## config.mk

```make
export PLATFORM = sky130hd
export DESIGN_NAME = icu_fetch
export DESIGN_NICKNAME = d
export VERILOG_FILES = /design/src/rtl/icu_fetch.sv
export SDC_FILE = /design/constraint.sdc
export NUM_CORES = 1
export LEC_CHECK = 0
export BUFFER_PORTS_ARGS = -buffer_cell sky130_fd_sc_hd__buf_2
export CAP_MARGIN = 20
export CORE_UTILIZATION = 30
export CTS_CLUSTER_SIZE = 12
export DETAILED_ROUTE_END_ITERATION = 7
export PLACE_DENSITY = 0.61
export SYNTH_ARGS = -nofsm -noshare
export SYNTH_HDL_FRONTEND = slang
export SYNTH_SLANG_ARGS = --single-unit
```

## constraint.sdc

```tcl
create_clock -name clock -period 2.2 [get_ports clock]
set_clock_uncertainty 0.2 [all_clocks]
set_input_delay 0.44 -clock clock [delete_from_list [all_inputs] [get_ports clock]]
set_output_delay 0.44 -clock clock [all_outputs]
set_load 0.05 [all_outputs]
```

## src/rtl/icu_fetch.sv

```systemverilog
// icu_fetch: IFU->ICU responder that fetches one instruction word over AXI4-Lite AR/R and forwards {pc, snpc, inst, excp} to the IDU.
// Ports: clock/reset (async active-low), flush; IFU side in_valid/in_bus/in_excp/in_ready;
// AXI4-Lite read araddr/arvalid/arready, rdata/rresp/rvalid/rready; IDU side out_valid/out_bus/out_excp/out_ready;
// perf_fetch_cnt/perf_stall_cnt are live only when ICU_PERF_EN is defined, otherwise tied to 0.
module icu_fetch #(
  parameter int IN_W   = 64,
  parameter int OUT_W  = 96,
  parameter int EXCP_W = 2
) (
  input  logic              clock,
  input  logic              reset,
  input  logic              flush,
  input  logic              in_valid,
  input  logic [IN_W-1:0]   in_bus,
  input  logic              in_excp,
  output logic              in_ready,
  output logic [31:0]       araddr,
  output logic              arvalid,
  input  logic              arready,
  input  logic [31:0]       rdata,
  input  logic [1:0]        rresp,
  input  logic              rvalid,
  output logic              rready,
  output logic              out_valid,
  output logic [OUT_W-1:0]  out_bus,
  output logic [EXCP_W-1:0] out_excp,
  input  logic              out_ready,
  output logic [31:0]       perf_fetch_cnt,
  output logic [31:0]       perf_stall_cnt
);
  typedef enum logic [1:0] {IDLE, ADDR, DATA, HOLD} state_e;
  state_e             state_q;
  logic               discard_q;
  logic [31:0]        pc_q, snpc_q, inst_q;
  logic [EXCP_W-1:0]  excp_q;
  assign in_ready  = state_q == IDLE && !flush;
  assign arvalid   = state_q == ADDR;
  assign rready    = state_q == DATA;
  assign out_valid = state_q == HOLD && !flush;
  assign araddr    = pc_q;
  assign out_bus   = {pc_q, snpc_q, inst_q};
  assign out_excp  = excp_q;
  // A flush in ADDR/DATA cannot abort the AXI transaction, so discard_q marks the
  // response to be swallowed once it arrives.
  always_ff @(posedge clock or negedge reset)
    if (!reset) begin
      state_q   <= IDLE;
      discard_q <= 1'b0;
      pc_q      <= '0;
      snpc_q    <= '0;
      inst_q    <= '0;
      excp_q    <= '0;
    end else
      case (state_q)
        IDLE: if (in_valid && in_ready) begin
          pc_q   <= in_bus[IN_W-1 -: 32];
          snpc_q <= in_bus[31:0];
          if (in_excp) begin
            inst_q  <= '0;
            excp_q  <= EXCP_W'(1);
            state_q <= HOLD;
          end else state_q <= ADDR;
        end
        ADDR: begin
          if (flush) discard_q <= 1'b1;
          if (arready) state_q <= DATA;
        end
        DATA: if (rvalid) begin
          inst_q    <= rdata;
          excp_q    <= rresp != 2'b00 ? EXCP_W'(2) : '0;
          discard_q <= 1'b0;
          state_q   <= discard_q || flush ? IDLE : HOLD;
        end else if (flush) discard_q <= 1'b1;
        HOLD: if (flush || out_ready) state_q <= IDLE;
        default: state_q <= IDLE;
      endcase
`ifdef ICU_PERF_EN
  logic [31:0] fetch_q, stall_q;
  always_ff @(posedge clock or negedge reset)
    if (!reset) begin
      fetch_q <= '0;
      stall_q <= '0;
    end else begin
      fetch_q <= fetch_q + 32'(out_valid && out_ready);
      stall_q <= stall_q + 32'((state_q == ADDR && !arready) || (state_q == DATA && !rvalid));
    end
  assign perf_fetch_cnt = fetch_q;
  assign perf_stall_cnt = stall_q;
`else
  assign perf_fetch_cnt = '0;
  assign perf_stall_cnt = '0;
`endif
endmodule

```

* Yosys cells after proc, flatten, opt, wreduce, memory -nomap -nowiden
Cells that the tools add are included.
** Word-level totals
- Bits in registers :: 101
- Input bits :: 106
- Output and inout port bits :: 198
** Cells by class
- Equality and inequality tests :: 8
- Muxes and demuxes :: 19
- Reductions and logical operators :: 13
** Operators with widths (number)
- $mux W32 :: 3
- $pmux W32 S2 :: 1
- $mux W2 :: 10
- $pmux W2 S4 :: 1
- $reduce_and A4 Y1 :: 2
- $ne A2 B1 Y1 const B :: 3
- $reduce_bool A2 Y1 :: 3
- $eq A2 B2 Y1 const B :: 2
- $ne A2 B2 Y1 const B :: 2
- $pmux W2 S2 :: 1
- $logic_and A1 B1 Y1 :: 3
- $eq A2 B1 Y1 const B :: 1
- $logic_not A2 Y1 :: 1
- $logic_or A1 B1 Y1 :: 2
- $mux W1 :: 2
- $pmux W1 S2 :: 1
- $reduce_and A2 Y1 :: 1
- $logic_not A1 Y1 :: 1

* Depth between registers and ports, before layout
Gate-level depths: netlist of the first run.
- Depth after elaboration :: 5
- Mapped depth :: 8

* Least setup slack after synthesis of the first run
No wires, ideal clock.
- Path type :: reg2reg
- From :: register state_q[0]
- To :: register inst_q[10]
- Library setup time :: 79 ps
- Arrival time :: 1944 ps
- Data required time :: 1921 ps
- Slack :: -24 ps
- Cell stages (with the launch flop) :: 9
- Clock period less this slack :: 2224 ps
- Cells stage by stage :: dfrtp_1 -> inv_1 -> ha_1 -> buf_2 -> nor2_1 -> a211oi_2 -> buf_6 -> buf_12 -> mux2i_1
** On the way
- Elaborated cells on any way between the ends :: 10
** RTL lines
- start: declaration :: line 32 : state_e state_q;
- start signal: assignment :: line 72 : state_q <= discard_q || flush ? IDLE : HOLD;
- $eq A2 B2 Y1 (*)
- via rready :: line 23 : output logic rready,
- $ne A2 B2 Y1 (no source line) / $reduce_bool A2 Y1 (equally long branches)
- $reduce_and A4 Y1 (no source line)
- end signal: assignment :: line 69 : inst_q <= rdata;
- end: declaration :: line 34 : logic [31:0] pc_q, snpc_q, inst_q;
Mark *: on every way through the listed nets, which the timed path passes. The rest lies on a longest branch.
A chain may end at the register's enable or synchronous reset.

* Final worst setup path of the first run
- From :: register state_q[0]
- To :: output rready
** On the way
- Cells in the longest elaborated chain, start to end :: 1
** Ends and longest elaborated chain
- $eq A2 B2 Y1 :: line 38 : assign rready = state_q == DATA;
- end: declaration :: line 23
Every way passes these cells.

==> metrics.md, run 1 <==
| Metric | Value |
|---|---|
| Status | finished clean |
| Fmax | 466.1 MHz |
| CP Cell Sequence | inv_1, ha_2, buf_8, buf_6 |
| N_diodes | 0 |
| Cts bufs inserted | 9 |
| CTS tree | built |
| Vias in the first global route | 2918 |
| Remaining DRCs | 0 |
| Nets | 728 |
| 1st-iter DRT viols | 60 |
| Clk pin slew, worst setup/hold paths | 0.07 ns |
| Vias/cell | 3.925 |
| Global route total overflow | 0 |
| First-pass GRT wire length | 15020 µm |
| WP buf/inv | 3 |
| Cell with the most instances after synthesis | dfrtp_1 |
| Worst-path fanout max | 17 |
| Reg area | 0.002527 mm² |
| Initial antenna violation count | 0 |
| Kind of cell adding the most delay to the critical path | buffers and inverters |
| Pre-CTS WS | 0.2219 ns |
| Yosys reg bits | 101 |
| Pre-antenna DRT Iters | 4 |
| WL final | 10260 µm |
| Final Hold Fails | 0 |
| Slowest stage delay, CP | 0.41 ns |
| Flop-to-flop setup slack | 0.21 ns |
| Worst EP required | 1.56 ns |
| Synth Instances | 404 |
| Die area | 0.01703 mm² |
| # port buffers | 239 |
| Final worst slack | 0.05444 ns |
| TNS Setup | 0 ns |
| Ys flop type | dfrtp_1 |
| Wire per inst | 12.25 µm |
| Fillers | 1610 |
| Post-synthesis cell area | 0.004954 mm² |
| Gp weighted congestion | 0.7786 |
| Clk sink count | 101 |
| Final Max Tran Viols | 0 |
| Final core utilization | 39.30% |
| Final min period | 2.146 ns |
| Row Count | 46 |
| Die Wd | 130.5 µm |
| Reg2reg start | state_q[0] |
| Startpoint types | flop |
| Placed Instances | 821 |
| Synth area leader | dfrtp_1 |
| Setup crit end kind | output pin |
| Worst Hold End | discard_q |
| Final worst-path cycle share | 97.53% |
| Initial Utilization | 30.96% |
| P&R area growth vs syn | 26.95% |
| Synthesized area per cell | 12.26 µm² |
| Sequential share of the synthesized area | 51.02% |
| DP Wirelength | 7818 µm |
| Final setup fails | 0 |
| RSZ-0062 raised after global routing | yes |
| Synth cell types | 25 |
| Worst skew pair latency | 0.35 ns |
| Core Footprint | 0.01600 mm² |
| Worst hold path type | in -> reg |
| Largest cells by area after synthesis | dfrtp_1 51%, buf_4 15%, mux2_2 15% |
| Largest net degree at the start of global routing | 36 |
| Share of the synthesized area in the top cell type | 51.02% |
| Die height | 130.5 µm |
| Ys Warns | 0 |
| Number of synthesized flops with an enable pin | 0 |
| Total track usage | 11.78% |
| Hold Path Cell Cnt | 2 |
| Arrival time at the worst endpoint | 1.51 ns |
| R2R Path End | inst_q[25] |
| Asr flop ratio synth | 100.0% |
| Synth cell count leaders | 101 x dfrtp_1, 97 x buf_4, 64 x mux2_2 |
| Min-Delay Startpoint | rvalid |
| Max_cap viols | 0 |
| Reg2Reg Depth | 6 |
| Htree depth | 3 |
| ANT nets after route | 0 |
| Share of layout cells above drive strength 1 | 53.22% |
| CP Class | reg -> out |
| IO Pins | 304 |
| Clock buffer depth | 2 |
| Crit-path slowest cell | dfrtp_1 |
| Footprint of the multi-input gates | 0.001654 mm² |
| Fin cells | 838 |
| Via Count | 3289 |
| Clk root buf | clkbuf_16 |
==> flip-flops by register name, indices dropped and copies added (netlist names) <==
name and flops:
state_q 2, out_excp 2, inst_q 32, araddr 32
snpc_q 32, discard_q 1
==> cell type report <==
cell class | instances | share of cell area [%]
timing repair buffer | 250 | 21.87
tap | 216 | 4.298
clock inverter | 5 | 1.333
inverter | 36 | 2.149
multi-input combinational | 219 | 26.30
sequential | 101 | 40.19
clock buffer | 11 | 3.860
==> worst reg2reg max path: cells and delay by family, from the launching register on <==
family / cells / cell delay (ns)
flip-flops: 1 / 0.40
buffers and inverters: 2 / 0.34
AO/OA/AOI/OAI: 1 / 0.34
adder cells (fa/ha/maj): 1 / 0.24
AND/OR/NAND/NOR: 1 / 0.20
multiplexers: 1 / 0.20
==> per-stage QoR <==
step / cell area (µm²) / hold slack, ns
finish: 6289 / 0.09537
global route: 6289 / 0.1050
CTS: 6282 / 0.07422
detailed placement: 5936 / 0.1579
global placement: 5936 / 0.1620
floorplan: 5192 / -0.05559
==> cell usage in the layout, fill, tap and decap left out, drive strengths merged, types with 2 or more instances in the layout <==
| master | instances |
|---|---|
| buf | 248 |
| bufinv | 2 |
| clkbuf | 12 |
| clkinvlp | 2 |
| conb | 64 |
| dfrtp | 101 |
| ha | 5 |
| inv | 36 |
| mux2 | 64 |
| mux2i | 36 |
| nand2 | 32 |
| nand2b | 2 |
| nand3b | 2 |
| nor2 | 2 |
| nor2b | 3 |
| nor3b | 2 |
==> layer usage <==
metal	vias up	routed length [µm]	part of all wire, %	GRT usage (%)
li1	1564	-	-	-
met1	1536	4050	39	13.76
met2	173	5110	50	19.64
met3	16	903	8.8	3.542
met4	0	199	1.9	5.882
met5	-	0	0	0
==> worst max path at each step <==
stage                     from         end  depth (start not counted)
global route        state_q[0]      rready                          4
floorplan           state_q[0]  inst_q[10]                          8
global placement    state_q[1]  inst_q[20]                          7
CTS                 state_q[0]      rready                          4
detailed placement  state_q[0]  inst_q[22]                          7
finish              state_q[0]      rready                          4
==> logic make-up after synthesis <==
family | synth area share [%]
AOI/OAI and AO/OA | 1.288
buffers and inverters | 20.56
DFF | 51.02
adders and majority gates | 1.263
and+or+nand+nor | 3.966
muxes | 21.82
other | 0.07570
==> timing repair <==
item / CTS / global route
setup buffers: 0 / 0
pin swaps: 0 / 0
gates resized for setup: 3 / 2
endpoints found under the setup margin: 1 / 2
hold buffers: 1 / 0
endpoints found under the hold margin: 19 / 0
Power of run 1 is left out: the tool's default activity adds up to more than one toggle a clock period on the data nets, which glitch-free logic cannot reach.
==> inputs of run 2 (changes only) <==
--- a/config.mk
+++ b/config.mk
@@ -10,7 +10,6 @@
 export CORE_UTILIZATION = 30
 export CTS_CLUSTER_SIZE = 12
 export DETAILED_ROUTE_END_ITERATION = 7
-export PLACE_DENSITY = 0.61
 export SYNTH_ARGS = -nofsm -noshare
 export SYNTH_HDL_FRONTEND = slang
 export SYNTH_SLANG_ARGS = --single-unit
==> metrics.md, run 2 (same netlist as run 1, synthesis figures left out) <==
| Metric | Value |
|---|---|
| Status | finished clean |
| Die Wd | 130.5 µm (unchanged) |
| P&R area growth vs syn | 25.61% |
| Vias in the first global route | 3155 (+8.1%) |
| Clk root buf | clkbuf_16 |
| Worst hold path type | in -> reg |
| Wire per inst | 13.13 µm (+7.2%) |
| Largest net degree at the start of global routing | 102 (+180%) |
| Placed Instances | 819 (-0.24%) |
| Worst skew pair latency | 0.34 ns (about the same) |
| Final min period | 2.123 ns (-0.02290 ns) |
| Post-CTS Setup Repair Bufs | 0 (unchanged) |
| Cts bufs inserted | 9 (unchanged) |
| Vias/cell | 4.013 (+2.3%) |
| Remaining DRCs | 0 (unchanged) |
| Final worst-path cycle share | 96.48% (-1.0 points) |
| Worst EP required | 1.56 ns (about the same) |
| Rel. slew slack | 64.38% |
| Setup crit end kind | output pin |
| Most common cell after layout, fill and taps aside | buf_2 |
| Row Count | 46 (unchanged) |
| RSZ-0062 raised after global routing | no |
| Share of layout cells above drive strength 1 | 53.56% (+0.34 points) |
| Startpoint types | flop |
| Final Max Tran Viols | 0 (unchanged) |
| CP Cell Sequence | inv_2, ha_4, buf_4, and2b_1, buf_6 |
| TNS Setup | 0 ns (unchanged) |
| 1st-iter DRT viols | 51 (-15%) |
| Clock buffer depth | 2 (unchanged) |
| Htree depth | 3 (unchanged) |
| DP Wirelength | 8314 µm (+6.3%) |
| Via Count | 3351 (+1.9%) |
| Die height | 130.5 µm (unchanged) |
| Pre-antenna DRT Iters | 5 (+1) |
| Global route total overflow | 0 (unchanged) |
| Gp weighted congestion | 0.7573 (-2.7%) |
| Slowest stage delay, CP | 0.41 ns (about the same) |
| Commonest cells after routing, fill and taps aside | 236 x buf_2, 101 x dfrtp_1, 64 x mux2_2, 64 x conb_1, 36 x mux2i_1 |
| Total track usage | 12.18% (+0.41 points) |
| WL final | 10970 µm (+6.8%) |
| # port buffers | 239 (unchanged) |
| Worst-Margin Slew | 0.5343 ns |
| Clk sink count | 101 (unchanged) |
| ANT nets after route | 0 (unchanged) |
| Final Hold Fails | 0 (unchanged) |
| CP Class | reg -> out |
| Max_cap viols | 0 (unchanged) |
| Final setup fails | 0 (unchanged) |
| First-pass GRT wire length | 15840 µm (+5.4%) |
| CTS tree | built |
| Fmax | 471.1 MHz (+1.1%) |
| Initial antenna violation count | 1 (+1) |
| Fin cells | 835 (-0.36%) |
| Nets | 726 (-0.27%) |
| Crit-path slowest cell | dfrtp_1 |
| WP buf/inv | 3 (unchanged) |
| Initial Utilization | 30.96% (unchanged) |
| Die area | 0.01703 mm² (unchanged) |
| Worst-path fanout max | 4 (-13) |
| Core Footprint | 0.01600 mm² (unchanged) |
| Kind of cell adding the most delay to the critical path | buffers and inverters |
| Clk pin slew, worst setup/hold paths | 0.07 ns (about the same) |
| IO Pins | 304 (unchanged) |
| Arrival time at the worst endpoint | 1.48 ns (-0.03 ns) |
[run 2: cell type report]
cell class / count / area, µm²
multi-input combinational: 219 / 1667
tap: 216 / 270.3
fill: 1608 / 9778
timing repair buffer: 248 / 1335
antenna: 1 / 2.502
clock inverter: 5 / 60.06
sequential: 101 / 2527
clock buffer: 9 / 225.2
inverter: 36 / 135.1
[run 2: routing by layer]
metal | track usage [%] | vias to the layer above | routed length, µm
li1 | - | 1554 | -
met3 | 3.583 | 13 | 772
met2 | 21.76 | 162 | 5765
met1 | 13.43 | 1622 | 4214
met4 | 5.206 | 0 | 213
met5 | 0 | - | 0
[run 2: final timing paths]
path / start / to / slack (ns) / depth (start not counted)
worst max-delay path: state_q[0] / in_ready / 0.08 / 5
worst min register to register: snpc_q[25] / snpc_q[25] / 0.30 / 1
worst min-delay path: rvalid / discard_q / 0.11 / 2
max in group asynchronous: reset / inst_q[0] / 0.90 / 3
worst max register to register: state_q[0] / inst_q[5] / 0.26 / 6
min in group asynchronous: reset / araddr[21] / 0.50 / 3
[run 2: through the flow]
stage	hold slack, ns	setup WS, ns	instance area, µm²	util, %
floorplan	-0.05559	0.1388	5192	-
global placement	0.2818	0.2095	5896	36.85
detailed placement	0.2884	0.1706	5896	36.85
CTS	0.08254	0.04249	6216	38.85
global route	0.1026	0.01429	6222	38.89
finish	0.1111	0.07734	6222	38.89
[run 2: what timing repair did]
item                                    CTS  global route
hold endpoints to repair                 81             0
pin swaps                                 0             0
hold buffers                              1             0
endpoints found under the setup margin    2             1
gates resized for setup                   8             1
[run 2: worst register-to-register path, delay by kind of cell, from the launching register on]
kind / cells / cell delay [ns]
AND/OR/NAND/NOR: 1 / 0.19
flip-flops: 1 / 0.39
buffers and inverters: 2 / 0.31
AO/OA/AOI/OAI: 1 / 0.34
multiplexers: 1 / 0.22
adder cells (fa/ha/maj): 1 / 0.21
Power of run 2 is left out for the same reason.
==> inputs of run 3 (changes only) <==
--- a/config.mk
+++ b/config.mk
@@ -7,9 +7,12 @@
 export LEC_CHECK = 0
 export BUFFER_PORTS_ARGS = -buffer_cell sky130_fd_sc_hd__buf_2
 export CAP_MARGIN = 20
-export CORE_UTILIZATION = 30
+export CORE_AREA = 2 2 117 119
 export CTS_CLUSTER_SIZE = 12
 export DETAILED_ROUTE_END_ITERATION = 7
+export DIE_AREA = 0 0 119 121
+export PLACE_DENSITY = 0.72
+export SLEW_MARGIN = 20
 export SYNTH_ARGS = -nofsm -noshare
 export SYNTH_HDL_FRONTEND = slang
 export SYNTH_SLANG_ARGS = --single-unit
==> metrics.md, run 3 (same netlist as run 1, synthesis figures left out) <==
| Metric | Value |
|---|---|
| Vias in the first global route | 3378 (+7.1%) |
| Max_cap viols | 0 (unchanged) |
| Placed Instances | 779 (-4.9%) |
| CP Cell Sequence | inv_1, ha_2, and2b_1, buf_4 |
| Nets | 726 (unchanged) |
| Crit-path slowest cell | dfrtp_1 |
| First-pass GRT wire length | 16630 µm (+5.0%) |
| Remaining DRCs | 0 (unchanged) |
| Final worst-path cycle share | 96.75% (+0.26 points) |
| Vias/cell | 4.134 (+3.0%) |
| WL final | 10450 µm (-4.7%) |
| Die Wd | 119 µm (-8.8%) |
| Fmax | 469.8 MHz (-0.27%) |
| Largest net degree at the start of global routing | 57 (-44%) |
| Die area | 0.01440 mm² (-15%) |
| # port buffers | 239 (unchanged) |
| WP buf/inv | 2 (-1) |
| Via Count | 3291 (-1.8%) |
| Reg2reg start | state_q[0] |
| CTS tree | built |
| Setup crit end kind | output pin |
| Worst skew pair latency | 0.33 ns (about the same) |
| Final min period | 2.128 ns (+0.005748 ns) |
| Share of layout cells above drive strength 1 | 53.06% (-0.50 points) |
| Total track usage | 14.36% (+2.2 points) |
| Final Max Tran Viols | 0 (unchanged) |
| ANT nets after route | 0 (unchanged) |
| Most common cell after layout, fill and taps aside | buf_2 |
| Global route total overflow | 0 (unchanged) |
| Commonest cells after routing, fill and taps aside | 236 x buf_2, 101 x dfrtp_1, 64 x mux2_2, 64 x conb_1 |
| Row Count | 42 (-8.7%) |
| Wire per inst | 13.12 µm (about the same) |
| RSZ-0062 raised after global routing | yes |
| Clk sink count | 101 (unchanged) |
| Final core utilization | 46.98% (+8.1 points) |
| Slowest stage delay, CP | 0.40 ns (about the same) |
| Arrival time at the worst endpoint | 1.49 ns (about the same) |
| Fin cells | 796 (-4.7%) |
| Pre-CTS WS | 0.1646 ns (-0.005996 ns) |
| Core Footprint | 0.01309 mm² (-18%) |
| Clock buffer depth | 2 (unchanged) |
| 1st-iter DRT viols | 98 (+92%) |
| IO Pins | 304 (unchanged) |
| Status | finished clean |
| Initial Utilization | 37.86% (+6.9 points) |
| DP Wirelength | 8054 µm (-3.1%) |
| Final setup fails | 0 (unchanged) |
| Worst EP required | 1.56 ns (about the same) |
| Min-Delay Startpoint | rvalid |
| Worst hold slack | 0.1084 ns (-0.002656 ns) |
| Pre-antenna DRT Iters | 4 (-1) |
| Kind of cell adding the most delay to the critical path | flip-flops |
| Clk root buf | clkbuf_16 |
| CP Class | reg -> out |
| Clk pin slew, worst setup/hold paths | 0.06 ns (about the same) |
| N_diodes | 0 (-1) |
| Initial antenna violation count | 0 (-1) |
| Worst setup path startpoint | state_q[0] |
| Post-CTS Setup Repair Bufs | 0 (unchanged) |
| Final Hold Fails | 0 (unchanged) |
| Worst-path fanout max | 5 (+1) |
| Worst hold path type | in -> reg |
| Die height | 121 µm (-7.3%) |
| Final worst slack | 0.07159 ns (-0.005748 ns) |
| Startpoint types | flop |
| P&R area growth vs syn | 24.10% |
| Htree depth | 3 (unchanged) |
| Cts bufs inserted | 9 (unchanged) |
| Gp weighted congestion | 0.7732 (+2.1%) |
[run 3: cell types whose count changed in the layout (fill, tap and decap cells not counted)]
cell      before  now
ha_4           1    0
clkinv_4       0    1
inv_6          2    1
clkbuf_1       0    2
inv_2          2    0
buf_12         4    3
diode_2        1    0
buf_4          4    7
inv_1         34   36
buf_6          3    1
ha_2           1    2
[run 3: timing repair]
action	CTS	global route
endpoints found under the hold margin	15	0
setup endpoints to repair	2	2
hold buffers	1	0
resized for setup	3	1
[run 3: final cells by class]
class                   count  area, µm²
clock inverters             5      60.06
clock buffers              11      232.7
flip-flops and latches    101       2527
multi-input cells         219       1657
inverters                  36      135.1
repair buffers            248       1315
fillers                  1231       6938
well taps                 176      220.2
[run 3: path summary, 6_finish.rpt]
path	end	slack, ns	cells after the start
max in group asynchronous	snpc_q[2]	0.81	3
max reg2reg	inst_q[25]	0.25	6
min	discard_q	0.11	2
max	in_ready	0.07	4
min reg2reg	snpc_q[26]	0.30	1
min in group asynchronous	inst_q[2]	0.32	2
[run 3: routing by layer]
layer,track usage [%],vias up,share of wire (%)
li1,-,1552,-
met1,16.95,1587,40
met2,25.79,145,54
met3,2.632,7,5.3
met4,5.804,0,1.0
met5,0,-,0
[run 3: metrics by stage]
stage                     area (µm²)  setup TNS, ns
after CTS                       6143              0
after global placement          5833              0
after detailed placement        5833              0
after floorplan                 5192              0
final                           6147              0
after global routing            6147      -0.009550
Power of run 3 is left out for the same reason.
